## src/rtl/serial_fadd_pkg.sv

```systemverilog
// Shared definitions for the bit-serial adder: FSM state encoding.
package serial_fadd_pkg;

  typedef enum logic [1:0] {
    S_IDLE = 2'd0,
    S_RUN  = 2'd1,
    S_DONE = 2'd2
  } state_t;

endpackage

```

## src/rtl/serial_fadd_fadd.sv

```systemverilog
// Combinational full-adder cell; interface mirrors the fsub cell.
module fadd (
  input  logic a,
  input  logic b,
  input  logic cin,
  output logic s,
  output logic cout
);

  assign s    = a ^ b ^ cin;
  assign cout = (a & b) | (cin & (a ^ b));

endmodule

```

## src/rtl/serial_fadd.sv

```systemverilog
// Bit-serial WIDTH-bit adder: LSB-first through one full-adder cell,
// result registered on the last bit with a one-cycle done pulse.
module serial_fadd
  import serial_fadd_pkg::*;
#(
  parameter int WIDTH = 8
) (
  input  logic             clk,
  input  logic             rst_n,
  input  logic             start,
  input  logic [WIDTH-1:0] a,
  input  logic [WIDTH-1:0] b,
  input  logic             cin,
  output logic             busy,
  output logic             done,
  output logic [WIDTH-1:0] sum,
  output logic             cout
);

  localparam int CW = $clog2(WIDTH);
  localparam logic [CW-1:0] CNT_LAST = CW'(WIDTH - 1);

  state_t           state_reg, state_next;
  logic [WIDTH-1:0] sra_reg, srb_reg, acc_reg, sum_reg;
  logic [CW-1:0]    cnt_reg;
  logic             carry_reg, cout_reg, busy_reg;
  logic             s_bit, c_bit;
  logic [WIDTH-1:0] acc_shift;

  fadd u_fadd (
    .a    (sra_reg[0]),
    .b    (srb_reg[0]),
    .cin  (carry_reg),
    .s    (s_bit),
    .cout (c_bit)
  );

  // New sum bit enters at the MSB so after WIDTH shifts bit 0 is the LSB.
  assign acc_shift = {s_bit, acc_reg[WIDTH-1:1]};

  always_comb begin
    state_next = state_reg;
    case (state_reg)
      S_IDLE: if (start) state_next = S_RUN;
      S_RUN:  if (cnt_reg == CNT_LAST) state_next = S_DONE;
      S_DONE: state_next = S_IDLE;
      default: state_next = S_IDLE;
    endcase
  end

  always_ff @(posedge clk) begin
    if (!rst_n) begin
      state_reg <= S_IDLE;
      busy_reg  <= 1'b0;
      sra_reg   <= '0;
      srb_reg   <= '0;
      acc_reg   <= '0;
      carry_reg <= 1'b0;
      cnt_reg   <= '0;
      sum_reg   <= '0;
      cout_reg  <= 1'b0;
    end else begin
      state_reg <= state_next;
      busy_reg  <= (state_next != S_IDLE);
      case (state_reg)
        S_IDLE: begin
          if (start) begin
            sra_reg   <= a;
            srb_reg   <= b;
            carry_reg <= cin;
            cnt_reg   <= '0;
            acc_reg   <= '0;
          end
        end
        S_RUN: begin
          acc_reg   <= acc_shift;
          sra_reg   <= {1'b0, sra_reg[WIDTH-1:1]};
          srb_reg   <= {1'b0, srb_reg[WIDTH-1:1]};
          carry_reg <= c_bit;
          cnt_reg   <= cnt_reg + 1'b1;
          if (cnt_reg == CNT_LAST) begin
            sum_reg  <= acc_shift;
            cout_reg <= c_bit;
          end
        end
        default: ;
      endcase
    end
  end

  assign busy = busy_reg;
  assign done = (state_reg == S_DONE);
  assign sum  = sum_reg;
  assign cout = cout_reg;

endmodule

```

## config.mk

```make
export PLATFORM = sky130hd
export DESIGN_NAME = serial_fadd
export DESIGN_NICKNAME = d
export VERILOG_FILES = /design/src/rtl/serial_fadd_pkg.sv /design/src/rtl/serial_fadd_fadd.sv /design/src/rtl/serial_fadd.sv
export SDC_FILE = /design/constraint.sdc
export NUM_CORES = 1
export LEC_CHECK = 0
export ABC_AREA = 0
export CELL_PAD_IN_SITES_DETAIL_PLACEMENT = 1
export CELL_PAD_IN_SITES_GLOBAL_PLACEMENT = 2
export CORE_UTILIZATION = 37
export CTS_CLUSTER_DIAMETER = 120
export DETAILED_ROUTE_END_ITERATION = 10
export DONT_BUFFER_PORTS = 1
export GPL_ROUTABILITY_DRIVEN = 0
export HOLD_SLACK_MARGIN = 0.15
export PLACE_DENSITY_LB_ADDON = 0.1
export SYNTH_ARGS = -nofsm -noshare
export SYNTH_HDL_FRONTEND = slang
export SYNTH_SLANG_ARGS = --single-unit
```

## constraint.sdc

```tcl
create_clock -name clk -period 1.89 [get_ports clk]
set_clock_uncertainty 0.05 [all_clocks]
set_input_delay 0.4725 -clock clk [delete_from_list [all_inputs] [get_ports clk]]
set_output_delay 0.4725 -clock clk [all_outputs]
set_load 0.02 [all_outputs]
```

==> results of run 1 <==
## layer usage
layer  global-route usage  up-vias  share of wire
met2                0.280       23           0.44
met5                    0        -              0
met4               0.0798        0          0.016
met1                0.215      542           0.50
li1                     -      582              -
met3               0.0439        7          0.047
## cells by family after synthesis
group           after synthesis  share of synthesized area
compound gates               54                      0.212
fa+ha+maj                     3                     0.0287
buf+inv                      18                     0.0629
flops                        39                      0.497
mux                          14                     0.0892
simple gates                 36                      0.111
## worst reg2reg max path, stage by stage (launching register included)
cell and delay, ns:
dfxtp_1 0.41, buf_4 0.23, nand3b_1 0.47, nand3_1 0.22, o21ai_0 0.11
## worst max path at each step
stage,to,startpoint,slack [ns]
5_1_grt,done,state_reg[1]$_SDFF_PN0_,0.09
3_3_place_gp,srb_reg[2]$_SDFFE_PN0P_,start,0.30
3_5_place_dp,sum[0]$_SDFFE_PN0P_,state_reg[1]$_SDFF_PN0_,0.23
4_1_cts,done,state_reg[1]$_SDFF_PN0_,0.12
6_report,done,state_reg[1]$_SDFF_PN0_,0.13
2_1_floorplan,done,state_reg[1]$_SDFF_PN0_,0.25
## area by class of cell
| type | count | area [um2] |
|---|---|---|
| timing repair buffer | 4 | 30.0 |
| inverter | 4 | 15.0 |
| clock buffer | 8 | 100 |
| fill | 449 | 2350 |
| tap | 50 | 62.6 |
| multi-input combinational | 107 | 692 |
| sequential | 39 | 781 |
## power groups by stage
| stage | logic (mW) | registers (mW) | clock network [mW] |
|---|---|---|---|
| floorplan | 0.106 | 0.889 | 0 |
| global placement | 0.107 | 0.893 | 0 |
| detailed placement | 0.110 | 0.894 | 0 |
| CTS | 0.111 | 0.875 | 0.634 |
| global route | 0.126 | 0.879 | 0.666 |
| finish | 0.108 | 0.874 | 0.608 |
## stage by stage
stage / utilization / cells / instance area, um2 / hold slack (ns) / power (mW)
after global routing: 0.417 / 212 / 1680 / 0.271 / 1.67
after global placement: 0.392 / 204 / 1580 / 0.407 / 1.00
after CTS: 0.417 / 212 / 1680 / 0.249 / 1.62
after floorplan: - / 164 / 1570 / 0.395 / 0.996
after detailed placement: 0.392 / 204 / 1580 / 0.425 / 1.00
final: 0.417 / 212 / 1680 / 0.263 / 1.59
## cell usage in the layout, fill, tap and decap left out
master and n:
clkbuf_8 7, nand3b_1 1, inv_1 4, fa_1 1, buf_4 4, clkbuf_1 1
ha_1 2, o211ai_1 15, o21ai_0 24, mux2i_1 14, nand2_2 1, nor2_1 1
or3b_1 1, o211a_1 1, o21ba_2 1, a21oi_1 1, o22ai_1 12, and2_1 1
nand2b_1 3, nand2_1 18, nor2b_1 1, and3b_1 1, dfxtp_1 39, nand3_1 8
==> out/qor.yml, run 1 <==
clock_network:
  numCtsBuffers: 5
  cts_num_sinks: 39
  h-tree-depth: 2
  cts.clk_slew.worst_paths_ns: 0.07
  tritoncts: "done"
  root_buffer: "clkbuf_8"
  cts_resized: 0
  clock_latency_ns: 0.29
  cts_setup_buffers: 0
  ctsHoldBuffers: 0
  clock_path_buffers: 2
place:
  pre_cts_ws_ns: 0.231
  io_buffers: 0
  hpwl_mm: 2.14
pwr:
  p_per_area_nw_per_um2: 946
  clockPowerShare: 0.382
  seqPwrFrac: 0.550
  p_comb_frac: 0.068
  peakVddDrop_v: 0.000383
  switching_share: 0.224
  switchingPower_mw: 0.355
  internal_power_mw: 1.23
  static-leakage-power_nw: 0.612
sta:
  worst_slew_pin_slew_ns: 1.01
  min_period_ns: 1.76
  max_freq_mhz: 568
  slew_headroom: 0.324
  tns_ns: 0
  maxSlewViolCount: 0
  hold_viol_final: 0
  fin_ws_ns: 0.130
  finalSetupViolations: 0
  grt_setup_unrepaired: "no"
  period_share: 0.931
worst_setup_path:
  crit_family: "flip-flops"
  r2r_end: "sum[0]$_SDFFE_PN0P_"
  rr_startpoint: "state_reg[1]$_SDFF_PN0_"
  cp_slowest_cell: "dfxtp_1"
  critPathLaunchType: "flop"
  crit_type: "reg -> out"
  crit_fanout: 10
  cp.arrival_ns: 1.24
  cp_num_cells: 1
  path_cells: "nor2b_1"
  worstRegToRegCells: 4
  crit_required_ns: 1.37
  crit_buf_inv: 0
  slowest_delay_ns: 0.53
  cp-end-kind: "output port"
  r2r_slack_ns: 0.25
global_route:
  antenna_found_initial: 0
  grt_first_pass_wirelength_mm: 5.85
  grt_start_max_net_pins: 45
  grt_pass1_vias: 1245
  grt.overflow.total: 0
  grtUsageTotal: 0.173
detailed_routing:
  viasPerCell: 5.44
  ant_nets: 0
  first_pass_iters: 4
  drc_errors: 0
  detail_route.wl_per_cell_um: 15.3
  vias: 1154
  drt_iter0_drc: 63
  wl_mm: 3.25
logic_synthesis:
  synthCells: 164
  ys_seq_area_frac: 0.497
  synth.area.top_cells: "dfxtp_1 (50%), mux2i_1 (8.9%), o21ai_0 (7.6%)"
  mappedNetlistNets: 187
  syn_avg_cell_area_um2: 9.58
  syn_area_um2: 1570
  yosysUniqueCellTypes: 25
  synth_top_area_frac: 0.497
  synth_most_common_cell: "dfxtp_1"
  postSynthRegisterBits: 39
  ys_top_cells_by_count: "dfxtp_1 (39), o21ai_0 (24), nand2_1 (18)"
  synth_ff_type: "dfxtp_1"
  ys.warnings.count: 0
  synth_edf_count: 0
  yosysTopAreaCell: "dfxtp_1"
  synthArstFlopShare: 0
hold_path:
  hold-path-cell-count: 1
  min_to: "state_reg[1]$_SDFF_PN0_"
  hold_class: "in -> reg"
  min-delay-start: "rst_n"
layout:
  drive_gt1_frac: 0.0802
  diodes: 0
  syn_to_final_growth_pct: 6.93
  fin_nets: 184
floorplanning:
  coreArea_um2: 4030
  die_w_um: 67.2
  io_pins: 31
  die_area_um2: 4510
  die_h_um: 67.2
  initial_utilization: 0.390
  rows: 23
run:
  maxCapViolCount: 0
status:
  status: "finished clean"
(Power assumes the default switching activity.)
==> inputs of run 2 (changes only) <==
PLACE_DENSITY_LB_ADDON = 0.15   (was 0.1)
SLEW_MARGIN = 5   (was unset)
==> out/qor.yml, run 2 (synthesis gave the netlist of run 1 again) <==
status:
  status: "finished clean"
worst_setup_path:
  crit_fanout: 6
  crit_buf_inv: 0
  crit_family: "simple AND/OR/NAND/NOR gates"
  cp-end-kind: "output port"
  cp_slowest_cell: "nor2b_1"
  crit_type: "reg -> out"
  slowest_delay_ns: 0.41
  crit_required_ns: 1.37
  critPathLaunchType: "flop"
  path_cells: "nor2b_1"
  cp.arrival_ns: 1.09
floorplanning:
  coreArea_um2: 4030
  rows: 23
  initial_utilization: 0.390
  die_area_um2: 4510
  die_w_um: 67.2
  io_pins: 31
  die_h_um: 67.2
run:
  maxCapViolCount: 0
clock_network:
  cts.clk_slew.worst_paths_ns: 0.08
  root_buffer: "clkbuf_8"
  cts_num_sinks: 39
  h-tree-depth: 2
  numCtsBuffers: 5
  clock_latency_ns: 0.29
  tritoncts: "done"
  cts_resized: 0
  clock_path_buffers: 2
  ctsHoldBuffers: 0
  cts_setup_buffers: 0
sta:
  max_freq_mhz: 621
  hold_slack_ns: 0.258
  slew_headroom: 0.321
  maxSlewViolCount: 0
  finalSetupViolations: 0
  grt_setup_unrepaired: "no"
  tns_ns: 0
  worst_slew_pin_slew_ns: 1.01
  period_share: 0.852
  hold_viol_final: 0
  min_period_ns: 1.61
pwr:
  peakVddDrop_v: 0.000340
  static-leakage-power_nw: 0.613
  p_per_area_nw_per_um2: 952
global_route:
  grt_first_pass_wirelength_mm: 5.69
  grtUsageTotal: 0.173
  grt_pass1_vias: 1160
  grt.overflow.total: 0
  antenna_found_initial: 0
  grt_start_max_net_pins: 45
detailed_routing:
  highest_layer: "met4"
  wl_mm: 3.28
  ant_nets: 0
  wl_met2_mm: 1.45
  drc_errors: 0
  viasPerCell: 5.58
  first_pass_iters: 3
  drt_iter0_drc: 42
  detail_route.wl_per_cell_um: 15.5
  vias: 1184
  wl_met1_mm: 1.61
  wl_met3_um: 160
layout:
  finish.utilization: 0.417
  syn_to_final_growth_pct: 6.93
  drive_gt1_frac: 0.0802
  layout_commonest_cell: "dfxtp_1"
  diodes: 0
  fin_nets: 184
  final_cell_mix: "dfxtp_1 (39), o21ai_0 (24), nand2_1 (18)"
hold_path:
  hold_class: "in -> reg"
place:
  io_buffers: 0
  hpwl_mm: 2.19
-- run 2: final timing paths --
check / to / start / cells after the start / slack, ns
worst max-delay path: done / state_reg[0]$_SDFF_PN0_ / 1 / 0.28
worst min-delay path: state_reg[1]$_SDFF_PN0_ / rst_n / 1 / 0.26
worst max register to register: sum[0]$_SDFFE_PN0P_ / cnt_reg[0]$_SDFFE_PN0P_ / 5 / 0.29
worst min register to register: srb_reg[7]$_SDFFE_PN0P_ / srb_reg[7]$_SDFFE_PN0P_ / 2 / 0.43
-- run 2: cell type report --
class	instances	area (um2)
Sequential cell	39	781
Fill cell	471	2350
Tap cell	50	62.6
Inverter	4	15.0
Clock buffer	8	100
Timing Repair Buffer	4	30.0
Multi-Input combinational cell	107	692
-- run 2: metrics by stage --
stage	total power, mW	std cells	setup WS, ns	cell area (um2)
after floorplan	0.996	164	0.251	1570
after global placement	0.998	204	0.316	1580
after detailed placement	1.00	204	0.295	1580
after CTS	1.62	212	0.259	1680
final	1.60	212	0.280	1680
after global routing	1.68	212	0.0955	1680
-- run 2: routing by layer --
layer / GRT usage / vias up
met2: 0.255 / 24
met3: 0.0591 / 6
met5: 0 / -
met1: 0.226 / 572
li1: - / 582
met4: 0.0798 / 0
-- run 2: where the power goes --
| group | total (mW) | switching [mW] | internal [mW] |
|---|---|---|---|
| clock | 0.618 | 0.285 | 0.333 |
| sequential | 0.877 | 0.0216 | 0.855 |
| combinational | 0.105 | 0.0602 | 0.0443 |
| total | 1.60 | 0.367 | 1.23 |
==> inputs of run 3 (changes only) <==
CORE_UTILIZATION = 40   (was 37)
clock period = 1.9 ns   (was 1.89 ns; I/O delays follow)
==> out/qor.yml, run 3 (synthesis gave the netlist of run 1 again) <==
global_route:
  antenna_found_initial: 0
  grt.overflow.total: 0
  grt_first_pass_wirelength_mm: 5.80
  grt_pass1_vias: 1245
  grtUsageTotal: 0.185
  grt_start_max_net_pins: 45
sta:
  slew_headroom: 0.354
  hold_viol_final: 0
  maxSlewViolCount: 0
  grt_setup_unrepaired: "no"
  min_period_ns: 1.78
  max_freq_mhz: 561
  hold_slack_ns: 0.256
  worst_slew_pin_slew_ns: 0.966
  period_share: 0.938
  tns_ns: 0
  finalSetupViolations: 0
layout:
  syn_to_final_growth_pct: 8.60
  fin_nets: 183
  layout_commonest_cell: "dfxtp_1"
  drive_gt1_frac: 0.0807
  final_cell_mix: "dfxtp_1 (39), o21ai_0 (24), nand2_1 (18)"
  diodes: 0
detailed_routing:
  wl_met1_mm: 1.62
  ant_nets: 0
  drc_errors: 0
  drt_iter0_drc: 51
  wl_met3_um: 168
  detail_route.wl_per_cell_um: 16.3
  viasPerCell: 5.66
  wl_met2_mm: 1.55
  wl_mm: 3.40
  first_pass_iters: 4
  vias: 1183
  highest_layer: "met4"
worst_setup_path:
  crit_fanout: 10
  path_cells: "nor2b_1"
  slowest_delay_ns: 0.55
  crit_type: "reg -> out"
  rr_startpoint: "state_reg[0]$_SDFF_PN0_"
  cp_slowest_cell: "dfxtp_1"
  crit_buf_inv: 0
  crit_start: "state_reg[1]$_SDFF_PN0_"
  cp-end-kind: "output port"
  critPathLaunchType: "flop"
  crit_family: "flip-flops"
  crit_required_ns: 1.37
  cp.arrival_ns: 1.26
pwr:
  clockPowerShare: 0.458
  internal_power_mw: 1.42
  p_per_area_nw_per_um2: 1060
  static-leakage-power_nw: 0.620
  p_comb_frac: 0.058
  switching_share: 0.214
  peakVddDrop_v: 0.000467
  switchingPower_mw: 0.387
  seqPwrFrac: 0.484
clock_network:
  cts_num_sinks: 39
  cts_setup_buffers: 0
  cts.clk_slew.worst_paths_ns: 0.08
  ctsHoldBuffers: 0
  h-tree-depth: 2
  numCtsBuffers: 5
  cts_resized: 0
  root_buffer: "clkbuf_8"
  tritoncts: "done"
  clock_latency_ns: 0.30
  clock_path_buffers: 2
place:
  hpwl_mm: 2.26
  io_buffers: 0
status:
  status: "finished clean"
hold_path:
  min-delay-start: "rst_n"
  hold_class: "in -> reg"
floorplanning:
  rows: 22
  io_pins: 31
  die_h_um: 64.7
  coreArea_um2: 3720
  initial_utilization: 0.423
  die_area_um2: 4180
  die_w_um: 64.7
run:
  maxCapViolCount: 0
run 3: final timing paths:
| path | endpoint | slack, ns | cells past startpoint |
|---|---|---|---|
| worst max register to register | srb_reg[4]$_SDFFE_PN0P_ | 0.25 | 3 |
| worst min register to register | sra_reg[7]$_SDFFE_PN0P_ | 0.43 | 2 |
| worst min-delay path | state_reg[1]$_SDFF_PN0_ | 0.26 | 1 |
| worst max-delay path | done | 0.12 | 1 |
run 3: power groups by stage:
stage	clock network, mW	logic, mW	registers, mW
floorplan	0	0.106	0.885
global placement	0	0.0990	0.892
detailed placement	0	0.106	0.893
CTS	0.843	0.107	0.874
global route	0.881	0.118	0.878
finish	0.827	0.105	0.874
run 3: area by class of cell:
type	instances	area [um2]
Clock buffer	5	68.8
Fill cell	436	2010
Multi-Input combinational cell	107	692
Timing Repair Buffer	3	22.5
Sequential cell	39	781
Clock inverter	3	67.6
Inverter	4	15.0
Tap cell	48	60.1
run 3: metal layers:
metal | GRT usage | up-vias
li1 | - | 578
met1 | 0.219 | 569
met2 | 0.304 | 27
met3 | 0.0475 | 9
met4 | 0.100 | 0
met5 | 0 | -
run 3: metrics by stage:
stage,power (mW),area (um2),util,setup WS [ns],std cells
after floorplan,0.990,1570,-,0.258,164
after global placement,0.991,1570,0.423,0.297,201
after detailed placement,0.999,1570,0.423,0.245,201
after CTS,1.82,1710,0.459,0.103,209
after global routing,1.88,1710,0.459,0.0492,209
final,1.81,1710,0.459,0.119,209
run 3: worst register-to-register path: cells and delay by family (launching register included):
kind | cells | cell delay (ns)
AO/OA/AOI/OAI | 2 | 0.30
AND/OR/NAND/NOR | 1 | 0.79
flip-flops | 1 | 0.44
